--- config.mk ---
export PLATFORM = sky130hd
export DESIGN_NAME = pipe_stage_skid
export DESIGN_NICKNAME = d
export VERILOG_FILES = /design/src/rtl/pipe_stage_skid.sv
export SDC_FILE = /design/constraint.sdc
export NUM_CORES = 1
export LEC_CHECK = 0
export ABC_AREA = 1
export CORE_MARGIN = 4
export CORE_UTILIZATION = 35
export DETAILED_ROUTE_END_ITERATION = 6
export DONT_BUFFER_PORTS = 1
export GPL_TIMING_DRIVEN = 1
export SYNTH_ARGS = -nofsm -noshare
export SYNTH_HDL_FRONTEND = slang
export SYNTH_SLANG_ARGS = --single-unit
--- constraint.sdc ---
create_clock -name clk -period 3 [get_ports clk]
set_input_delay 0.15 -clock clk [delete_from_list [all_inputs] [get_ports clk]]
set_output_delay 0.15 -clock clk [all_outputs]
set_load 0.1 [all_outputs]
--- src/rtl/pipe_stage_skid.sv ---
// Generic valid/ready pipeline stage register with optional 2-entry skid buffer.
// Flush and bubbles zero the control field; payload data is left untouched.
module pipe_stage_skid #(
  parameter int DATA_W = 96,
  parameter int CTRL_W = 16,
  parameter int SKID   = 1
) (
  input  logic              clk,
  input  logic              rst,
  input  logic              flush,
  input  logic              in_valid,
  output logic              in_ready,
  input  logic [DATA_W-1:0] in_data,
  input  logic [CTRL_W-1:0] in_ctrl,
  output logic              out_valid,
  input  logic              out_ready,
  output logic [DATA_W-1:0] out_data,
  output logic [CTRL_W-1:0] out_ctrl,
  output logic [1:0]        occupancy
);

  typedef enum logic [1:0] {EMPTY = 2'd0, ONE = 2'd1, TWO = 2'd2} state_t;

  typedef struct packed {
    logic [DATA_W-1:0] data;
    logic [CTRL_W-1:0] ctrl;
  } ent_t;

  state_t state;
  ent_t   head, skid, in_ent;
  logic   rdy_q, accept, fire;

  assign in_ent    = '{data: in_data, ctrl: in_ctrl};
  assign out_valid = (state != EMPTY);
  assign fire      = out_valid & out_ready;
  assign accept    = in_valid & in_ready;
  assign out_data  = head.data;
  assign out_ctrl  = out_valid ? head.ctrl : '0;
  assign occupancy = state;

  // Skid mode keeps in_ready fully registered; the bare register needs the
  // combinational form to sustain one entry per cycle.
  assign in_ready  = (SKID != 0) ? rdy_q : (~out_valid | out_ready);

  always_ff @(posedge clk or negedge rst) begin
    if (!rst) begin
      state <= EMPTY;
      head  <= '0;
      skid  <= '0;
      rdy_q <= 1'b1;
    end else if (flush) begin
      // Held entries become bubbles; data fields keep their last value.
      state     <= EMPTY;
      head.ctrl <= '0;
      skid.ctrl <= '0;
      rdy_q     <= 1'b1;
    end else begin
      rdy_q <= 1'b1;
      case (state)
        EMPTY: begin
          if (accept) begin
            head  <= in_ent;
            state <= ONE;
          end
        end
        ONE: begin
          if (accept && fire) begin
            head <= in_ent;
          end else if (accept && (SKID != 0)) begin
            skid  <= in_ent;
            state <= TWO;
            rdy_q <= 1'b0;
          end else if (fire) begin
            head.ctrl <= '0;
            state     <= EMPTY;
          end
        end
        TWO: begin
          if (fire) begin
            head      <= skid;
            skid.ctrl <= '0;
            state     <= ONE;
          end else begin
            rdy_q <= 1'b0;
          end
        end
        default: state <= EMPTY;
      endcase
    end
  end

endmodule

==> results of run 1 <==
-- cells by family after synthesis --
family          after synthesis  share of synthesized area, %
compound gates              196                          8.86
simple gates                694                          25.7
fa+ha+maj                     4                         0.448
flops                       227                          50.9
buf+inv                     301                          14.1
-- placed cells by master, fill, tap and decap left out, types with 6 or more instances in the layout --
cell type / count
dfrtp_1: 226
nand3b_1: 16
clkinv_2: 6
nand3_1: 102
o21ai_1: 86
nor2_2: 18
buf_12: 8
buf_4: 33
clkbuf_16: 27
inv_1: 117
o21ai_0: 106
clkbuf_8: 6
dlygate4sd3_1: 115
nand2_1: 542
-- critical path, cell delays in order, from the launching register on --
cell and delay [ps]:
dfrtp_1 340, buf_4 310, ha_1 350, nand2_1 130
nand2_4 120, nor2_8 50, nand2_4 390, buf_4 320
nand2_1 90, nand2_1 100
-- final cells by class --
class / instances / area share [%]
antenna: 3 / 0.0573
clock buffer: 35 / 5.85
clock inverter: 12 / 1.10
inverter: 123 / 3.54
multi-input combinational: 894 / 30.3
sequential: 227 / 43.4
tap: 402 / 3.84
timing repair buffer: 156 / 11.9
-- per-layer routing --
| metal | vias to the layer above | share of wire [%] | wire length, um |
|---|---|---|---|
| li1 | 4361 | - | - |
| met1 | 4150 | 45 | 13000 |
| met2 | 255 | 46 | 13300 |
| met3 | 42 | 6.9 | 2000 |
| met4 | 2 | 1.8 | 516 |
| met5 | - | 0.024 | 7 |
-- state kept, by name (all words and copies together) (netlist names) --
signal / count
occupancy: 2
head: 16
skid: 112
out_data: 96
in_ready: 1
-- worst paths after layout --
check                                              start                       end  slack [ps]
worst min register to register  out_data[19]$_DFFE_PN0P_  out_data[19]$_DFFE_PN0P_         480
min in group clk                                   flush      skid[15]$_DFFE_PN0P_          70
worst max register to register  occupancy[1]$_DFFE_PN0P_  out_data[78]$_DFFE_PN0P_         700
worst max-delay path            occupancy[1]$_DFFE_PN0P_  out_data[78]$_DFFE_PN0P_         700
worst min-delay path                                 rst      skid[51]$_DFFE_PN0P_        -680
max in group asynchronous                            rst      skid[92]$_DFFE_PN0P_        3380
-- through the flow --
step	setup TNS (ps)	instance area (um2)	setup slack, ps
2_1_floorplan	-1640	11200	-164
5_1_grt	0	13100	539
3_5_place_dp	0	11000	713
4_1_cts	0	13100	688
3_3_place_gp	0	11000	773
6_report	0	13100	698
==> flow_summary.json, run 1 <==
{
  "min_period_ps": 2300,
  "avgRoutedWirePerCell_um": 15.5,
  "rsz0062_at_grt": "false",
  "drv_cap": 0,
  "clk_pin_slew_worst_paths_ps": 60,
  "clk_path_buf_depth": 3,
  "core_region_area_um2": 31500,
  "fin_nets": 1550,
  "ff2ff_path_depth": 9,
  "grt_usage_pct": 16.4,
  "grtUsageMet1_pct": 22.5,
  "rows": 65,
  "grt.met2_usage_pct": 26.6,
  "place.gp.congestion": 0.793,
  "max_freq_mhz": 434,
  "syn_area_um2": 11200,
  "dpl.hpwl_um": 17300,
  "first_global_vias": 8872,
  "cp-start-kind": "flip-flop",
  "root_buffer": "clkbuf_16",
  "critical_path.endpoint_type": "flip-flop",
  "io_pins": 233,
  "cts-resized-gates": 0,
  "tightest_slew_ps": 968,
  "grt_pass1_wl_um": 48200,
  "gr-max-usage-layer": "met2",
  "yosys-top-cells-area": "dfrtp_1 51%, nand2_1 18%, buf_4 6.7%",
  "required_ps": 3450,
  "htree_levels": 1,
  "clock_sinks": 227,
  "dpl.cell_count": 1687,
  "async_flop_share_pct": 100,
  "antenna_left": 0,
  "multi_input_area_um2": 3980,
  "post-cts-setup-buffers": 0,
  "path_max_fanout": 40,
  "synth-edff-count": 0,
  "violations": "negative hold slack",
  "postLayoutCoreUtil_pct": 41.6,
  "outcome": "finished, violations left",
  "synthDistinctLibCells": 25,
  "syn-num-nets": 1543,
  "drt_iter0_drc": 557,
  "synth_cells": 1422,
  "nFillCells": 3163,
  "drive_above_1_share_pct": 8.57,
  "fp.dieW_um": 187,
  "layout.cells.non_filler": 1852,
  "arrival_ps": 2750,
  "die_area_um2": 34800,
  "fp.dieH_um": 187,
  "setup_viol": 0,
  "critPathKind": "reg2reg",
  "yosysSeqAreaShare_pct": 50.9,
  "drv_slew": 0,
  "yosysWarnings": 0,
  "dr_total_vias": 8810,
  "synth_top_area_share_pct": 50.7,
  "maxSlewHeadroom_pct": 35.4,
  "yosysMostFrequentCell": "nand2_1",
  "regArea_um2": 5680,
  "avgSynthCellArea_um2": 7.85,
  "grt_util_met3_pct": 4.13,
  "holdWs_ps": -676,
  "firstDrtPassIters": 5,
  "cts_tree": "done",
  "initial_core_util_pct": 35.5,
  "drt-total-wl_um": 28800,
  "insertion_delay_ps": 530,
  "period_share_pct": 76.7,
  "grt_antenna_before_repair": 4,
  "grt_max_degree": 228,
  "io_buffers": 0,
  "synth_commonest_cells": "542 x nand2_1, 226 x dfrtp_1, 118 x inv_1",
  "skew_ps": 11.6,
  "synth-seq-cells": 227,
  "synthFlopType": "dfrtp_1",
  "cts_buffers": 27,
  "min_path_type": "in2async",
  "grt_overflow_total": 0,
  "finalHoldViolCount": 227,
  "drt-vias-per-instance": 4.76,
  "synth_top_area_cell": "dfrtp_1",
  "syn_to_final_growth_pct": 17.4,
  "postCtsHoldBufs": 115,
  "drc": 0
}
Power of run 1 is left out: the tool's default activity adds up to more than one toggle a clock period on the data nets, which glitch-free logic cannot reach.
==> run 2, diff against run 1 <==
--- a/config.mk
+++ b/config.mk
@@ -5,7 +5,7 @@
 export SDC_FILE = /design/constraint.sdc
 export NUM_CORES = 1
 export LEC_CHECK = 0
-export ABC_AREA = 1
+export ABC_AREA = 0
 export CORE_MARGIN = 4
 export CORE_UTILIZATION = 35
 export DETAILED_ROUTE_END_ITERATION = 6
==> constraint.sdc (replaced) <==
create_clock -name clk -period 2.05 [get_ports clk]
set_input_delay 0.1025 -clock clk [delete_from_list [all_inputs] [get_ports clk]]
set_output_delay 0.1025 -clock clk [all_outputs]
set_load 0.1 [all_outputs]
==> flow_summary.json, run 2 <==
{
  "io_buffers": 0,
  "async_flop_share_pct": 100,
  "critical_path.endpoint_type": "flip-flop",
  "synth-edff-count": 0,
  "critPathKind": "reg2reg",
  "path_max_fanout": 19,
  "final_cell_mix": "224 x dfrtp_1, 176 x mux2_2, 135 x buf_4",
  "clk_pin_slew_worst_paths_ps": 60,
  "cts_buffers": 27,
  "yosysMostFrequentCell": "dfrtp_1",
  "synth_cells": 838,
  "arrival_ps": 2450,
  "cts_tree": "done",
  "max_flop_register": "skid",
  "largest_register_ffs": 112,
  "dpl_worst_slack_ps": -28.4,
  "required_ps": 2460,
  "grt_pass1_wl_um": 40400,
  "grt_antenna_before_repair": 3,
  "holdWs_ps": -735,
  "htree_levels": 1,
  "skew_ps": 10.8,
  "drt-total-wl_um": 26300,
  "fp.dieW_um": 183,
  "grt_overflow_total": 0,
  "violations": "negative hold slack",
  "final_common_cell": "dfrtp_1",
  "yosysSeqAreaShare_pct": 53.0,
  "period_share_pct": 99.4,
  "root_buffer": "clkbuf_16",
  "place.gp.congestion": 0.762,
  "setup_viol": 0,
  "die_area_um2": 33500,
  "drv_slew": 0,
  "synth_top_area_share_pct": 52.7,
  "antenna_left": 0,
  "syn_area_um2": 10700,
  "place_area_um2": 11700,
  "rows": 63,
  "drc": 0,
  "dr_total_vias": 7067,
  "synth_top_area_cell": "dfrtp_1",
  "dpl.hpwl_um": 16000,
  "drt-vias-per-instance": 5.04,
  "clk_path_buf_depth": 3,
  "outcome": "finished, violations left",
  "firstDrtPassIters": 4,
  "syn-num-nets": 959,
  "min_path_type": "in2async",
  "drive_above_1_share_pct": 42.6,
  "drt_iter0_drc": 311,
  "synth_commonest_cells": "226 x dfrtp_1, 176 x mux2_2, 106 x buf_4",
  "clock_sinks": 227,
  "synth-seq-cells": 227,
  "final_area_um2": 14100,
  "postCtsHoldBufs": 117,
  "rsz0062_at_grt": "true",
  "synthDistinctLibCells": 37,
  "first_global_vias": 7258,
  "io_pins": 233,
  "min_period_ps": 2040,
  "maxSlewHeadroom_pct": 59.5,
  "insertion_delay_ps": 530,
  "finalHoldViolCount": 227,
  "yosysWarnings": 0,
  "syn_to_final_growth_pct": 31.7,
  "drv_cap": 0,
  "synthFlopType": "dfrtp_1",
  "core_region_area_um2": 30000,
  "ff2ff_path_depth": 8,
  "fin_nets": 1112,
  "grt_usage_pct": 14.7,
  "grt_max_degree": 228,
  "cp-start-kind": "flip-flop",
  "worst_slack_ps": 12.0,
  "tightest_slew_ps": 605,
  "fp.dieH_um": 183,
  "avgSynthCellArea_um2": 12.8,
  "max_freq_mhz": 491,
  "avgRoutedWirePerCell_um": 18.7,
  "yosys-top-cells-area": "dfrtp_1 53%, mux2_2 18%, a22o_1 7.8%",
  "initial_core_util_pct": 35.8
}
[run 2: cell types whose count changed in the layout (fill, tap and decap cells not counted), sizes merged, moves of 96 or more]
cell,previous run,this run
inv,124,4
a22o,0,96
o21ai,194,2
mux2,0,192
nand2,548,18
buf,41,160
[run 2: timing repair]
| action | CTS | global route |
|---|---|---|
| endpoints found under the setup margin | 32 | 176 |
| gates cloned | 0 | 5 |
| pin swaps | 1 | 2 |
| buffers inserted | 0 | 13 |
| resized for setup | 5 | 13 |
| hold endpoints to repair | 454 | 227 |
[run 2: metrics by stage]
step | utilization (%) | instances | TNS, ps
2_1_floorplan | - | 838 | -2450
3_3_place_gp | 39.1 | 1217 | 0
3_5_place_dp | 39.1 | 1217 | -50.6
6_report | 47.2 | 1403 | 0
4_1_cts | 46.2 | 1384 | -0.682
5_1_grt | 47.2 | 1403 | -7460
[run 2: final cells by class]
type / instances / area, um2
Tap cell: 390 / 488
Multi-Input combinational cell: 451 / 4210
Timing Repair Buffer: 281 / 2800
Clock inverter: 13 / 143
Antenna cell: 1 / 2.50
Sequential cell: 227 / 5690
Fill cell: 2607 / 15800
Inverter: 3 / 20.0
Clock buffer: 37 / 773
[run 2: worst paths after layout]
check                                           end  slack (ps)                      from
min                             skid[7]$_DFFE_PN0P_        -730                       rst
max in group asynchronous      skid[34]$_DFFE_PN0P_        2400                       rst
max reg2reg                out_data[48]$_DFFE_PN0P_          10  occupancy[1]$_DFFE_PN0P_
min reg2reg                    skid[87]$_DFFE_PN0P_         490      skid[87]$_DFFE_PN0P_
min in group clk               head[13]$_DFFE_PN0P_          30               in_ctrl[13]
max                        out_data[48]$_DFFE_PN0P_          10  occupancy[1]$_DFFE_PN0P_
[run 2: worst max-delay path, stage by stage (launching register included)]
cell and delay, ps:
dfrtp_4 510, inv_4 90, ha_4 190, nand2b_4 170, o21ai_1 120, nand3_4 110, buf_12 170, buf_16 180
mux2_2 350
[run 2: cells by family (layout without fill, tap and decap cells)]
family	count (synthesis)	in the layout	synth area share (%)
compound gates	153	153	11.6
mux	193	193	20.3
simple gates	100	100	4.92
xor+xnor	1	1	0.0817
fa+ha+maj	4	4	0.467
flops	227	227	53.0
buf+inv	160	334	9.67
other cells	0	1	0
[run 2: routing by layer]
metal	global-route usage, %	wire [um]
met1	19.4	11100
met5	0	14
met4	3.72	628
met2	24.7	12900
met3	3.07	1600
Power of run 2 is left out for the same reason.
==> run 3, diff against run 2 <==
--- a/config.mk
+++ b/config.mk
@@ -11,6 +11,7 @@
 export DETAILED_ROUTE_END_ITERATION = 6
 export DONT_BUFFER_PORTS = 1
 export GPL_TIMING_DRIVEN = 1
+export REMOVE_ABC_BUFFERS = 1
 export SYNTH_ARGS = -nofsm -noshare
 export SYNTH_HDL_FRONTEND = slang
 export SYNTH_SLANG_ARGS = --single-unit
==> flow_summary.json, run 3 (synthesis gave the netlist of run 2 again) <==
{
  "period_share_pct": 97.0,
  "drv_cap": 0,
  "place.gp.congestion": 0.739,
  "grt_usage_pct": 14.6,
  "min_path_type": "in2async",
  "cpMostUsedCell": "buf_4",
  "clk_pin_slew_worst_paths_ps": 60,
  "critical_path.endpoint_type": "flip-flop",
  "nFillCells": 2657,
  "drc": 0,
  "cts_buffers": 27,
  "final_common_cell": "dfrtp_1",
  "io_buffers": 0,
  "worst_slack_ps": 62.0,
  "dpl_worst_slack_ps": 1.65,
  "outcome": "finished, violations left",
  "cp_slowest_stage_delay_ps": 400,
  "fp.dieW_um": 183,
  "clock_sinks": 227,
  "dr_total_vias": 7049,
  "clk_path_buf_depth": 3,
  "min_period_ps": 1990,
  "grt_overflow_total": 0,
  "worst-path-buf-inv": 5,
  "max_flop_register": "skid",
  "slowest_stage": "dfrtp_1",
  "antenna_left": 0,
  "drt-total-wl_um": 25500,
  "finalSetupTns_ps": 0,
  "drive_above_1_share_pct": 40.6,
  "dpl.hpwl_um": 15600,
  "rows": 63,
  "grt_pass1_wl_um": 40600,
  "setup_viol": 0,
  "htree_levels": 1,
  "path_max_fanout": 15,
  "cp_cell_sequence": "buf_4 -> ha_1 -> buf_4 -> nor2_2 -> mux2i_4 -> buf_4 -> clkbuf_16 -> buf_4 -> a211oi_1",
  "path_delay_family": "buffers and inverters",
  "io_pins": 233,
  "required_ps": 2460,
  "grt_antenna_before_repair": 2,
  "die_area_um2": 33500,
  "max_freq_mhz": 503,
  "tightest_slew_ps": 334,
  "ff2ff_path_depth": 9,
  "skew_ps": 18.1,
  "root_buffer": "clkbuf_16",
  "fp.dieH_um": 183,
  "rsz0062_at_grt": "true",
  "crit_cells": 9,
  "final_cell_mix": "226 x dfrtp_1, 176 x mux2_2, 121 x buf_4",
  "drt-vias-per-instance": 5.05,
  "fin_nets": 1102,
  "holdWs_ps": -739,
  "drv_slew": 0,
  "drt_iter0_drc": 262,
  "arrival_ps": 2400,
  "cp-start-kind": "flip-flop",
  "cts_tree": "done",
  "multi_input_area_um2": 4100,
  "initial_core_util_pct": 35.8,
  "violations": "negative hold slack",
  "maxSlewHeadroom_pct": 77.8,
  "syn_to_final_growth_pct": 30.4,
  "largest_register_ffs": 112,
  "first_global_vias": 7487,
  "grt_max_degree": 228,
  "postCtsHoldBufs": 116,
  "critPathKind": "reg2reg",
  "firstDrtPassIters": 4,
  "core_region_area_um2": 30000,
  "insertion_delay_ps": 540,
  "finalHoldViolCount": 227,
  "avgRoutedWirePerCell_um": 18.3,
  "regArea_um2": 5680
}
==> run 3: worst paths after layout <==
kind,start,endpoint,slack [ps]
max in group asynchronous,rst,skid[45]$_DFFE_PN0P_,2460
worst min-delay path,rst,out_data[24]$_DFFE_PN0P_,-740
worst max register to register,occupancy[0]$_DFFE_PN0P_,head[11]$_DFFE_PN0P_,60
worst min register to register,skid[71]$_DFFE_PN0P_,skid[71]$_DFFE_PN0P_,480
min in group clk,in_ctrl[0],head[0]$_DFFE_PN0P_,30
worst max-delay path,occupancy[0]$_DFFE_PN0P_,head[11]$_DFFE_PN0P_,60
==> run 3: layout make-up <==
cell class,count,share of cell area (%)
repair buffers,271,19.8
clock buffers,34,5.23
flip-flops and latches,227,40.6
inverters,3,0.0805
multi-input cells,451,29.3
clock inverters,16,1.41
diodes,3,0.0537
well taps,390,3.49
==> run 3: stage by stage <==
stage               hold WS (ps)  instance area (um2)  std cells  utilization (%)
floorplan                   -193                 9700        681                -
global placement            -186                11800       1224             39.4
detailed placement          -187                11800       1224             39.4
CTS                         -770                13900       1390             46.5
global route                -773                14000       1394             46.7
finish                      -739                14000       1395             46.7
==> run 3: repair_timing <==
action / CTS / global route
setup endpoints to repair: 4 / 91
buffers inserted: 0 / 1
resized for setup: 1 / 6
hold endpoints to repair: 454 / 227
pin swaps: 1 / 0
gates cloned: 0 / 1
==> run 3: routing by layer <==
metal	part of all wire (%)	vias up	track usage, %
li1	-	3223	-
met4	1.8	0	3.43
met5	0	-	0
met2	49	179	24.7
met3	6.4	38	3.59
met1	43	3609	19.0
==> run 3: worst reg2reg max path, cell delays in order (launching register included) <==
cell       delay (ps)
dfrtp_1           400
buf_4             150
ha_1              210
buf_4             170
nor2_2            160
mux2i_4           280
buf_4             160
clkbuf_16         170
buf_4             120
a211oi_1           60
Power of run 3 is left out for the same reason.
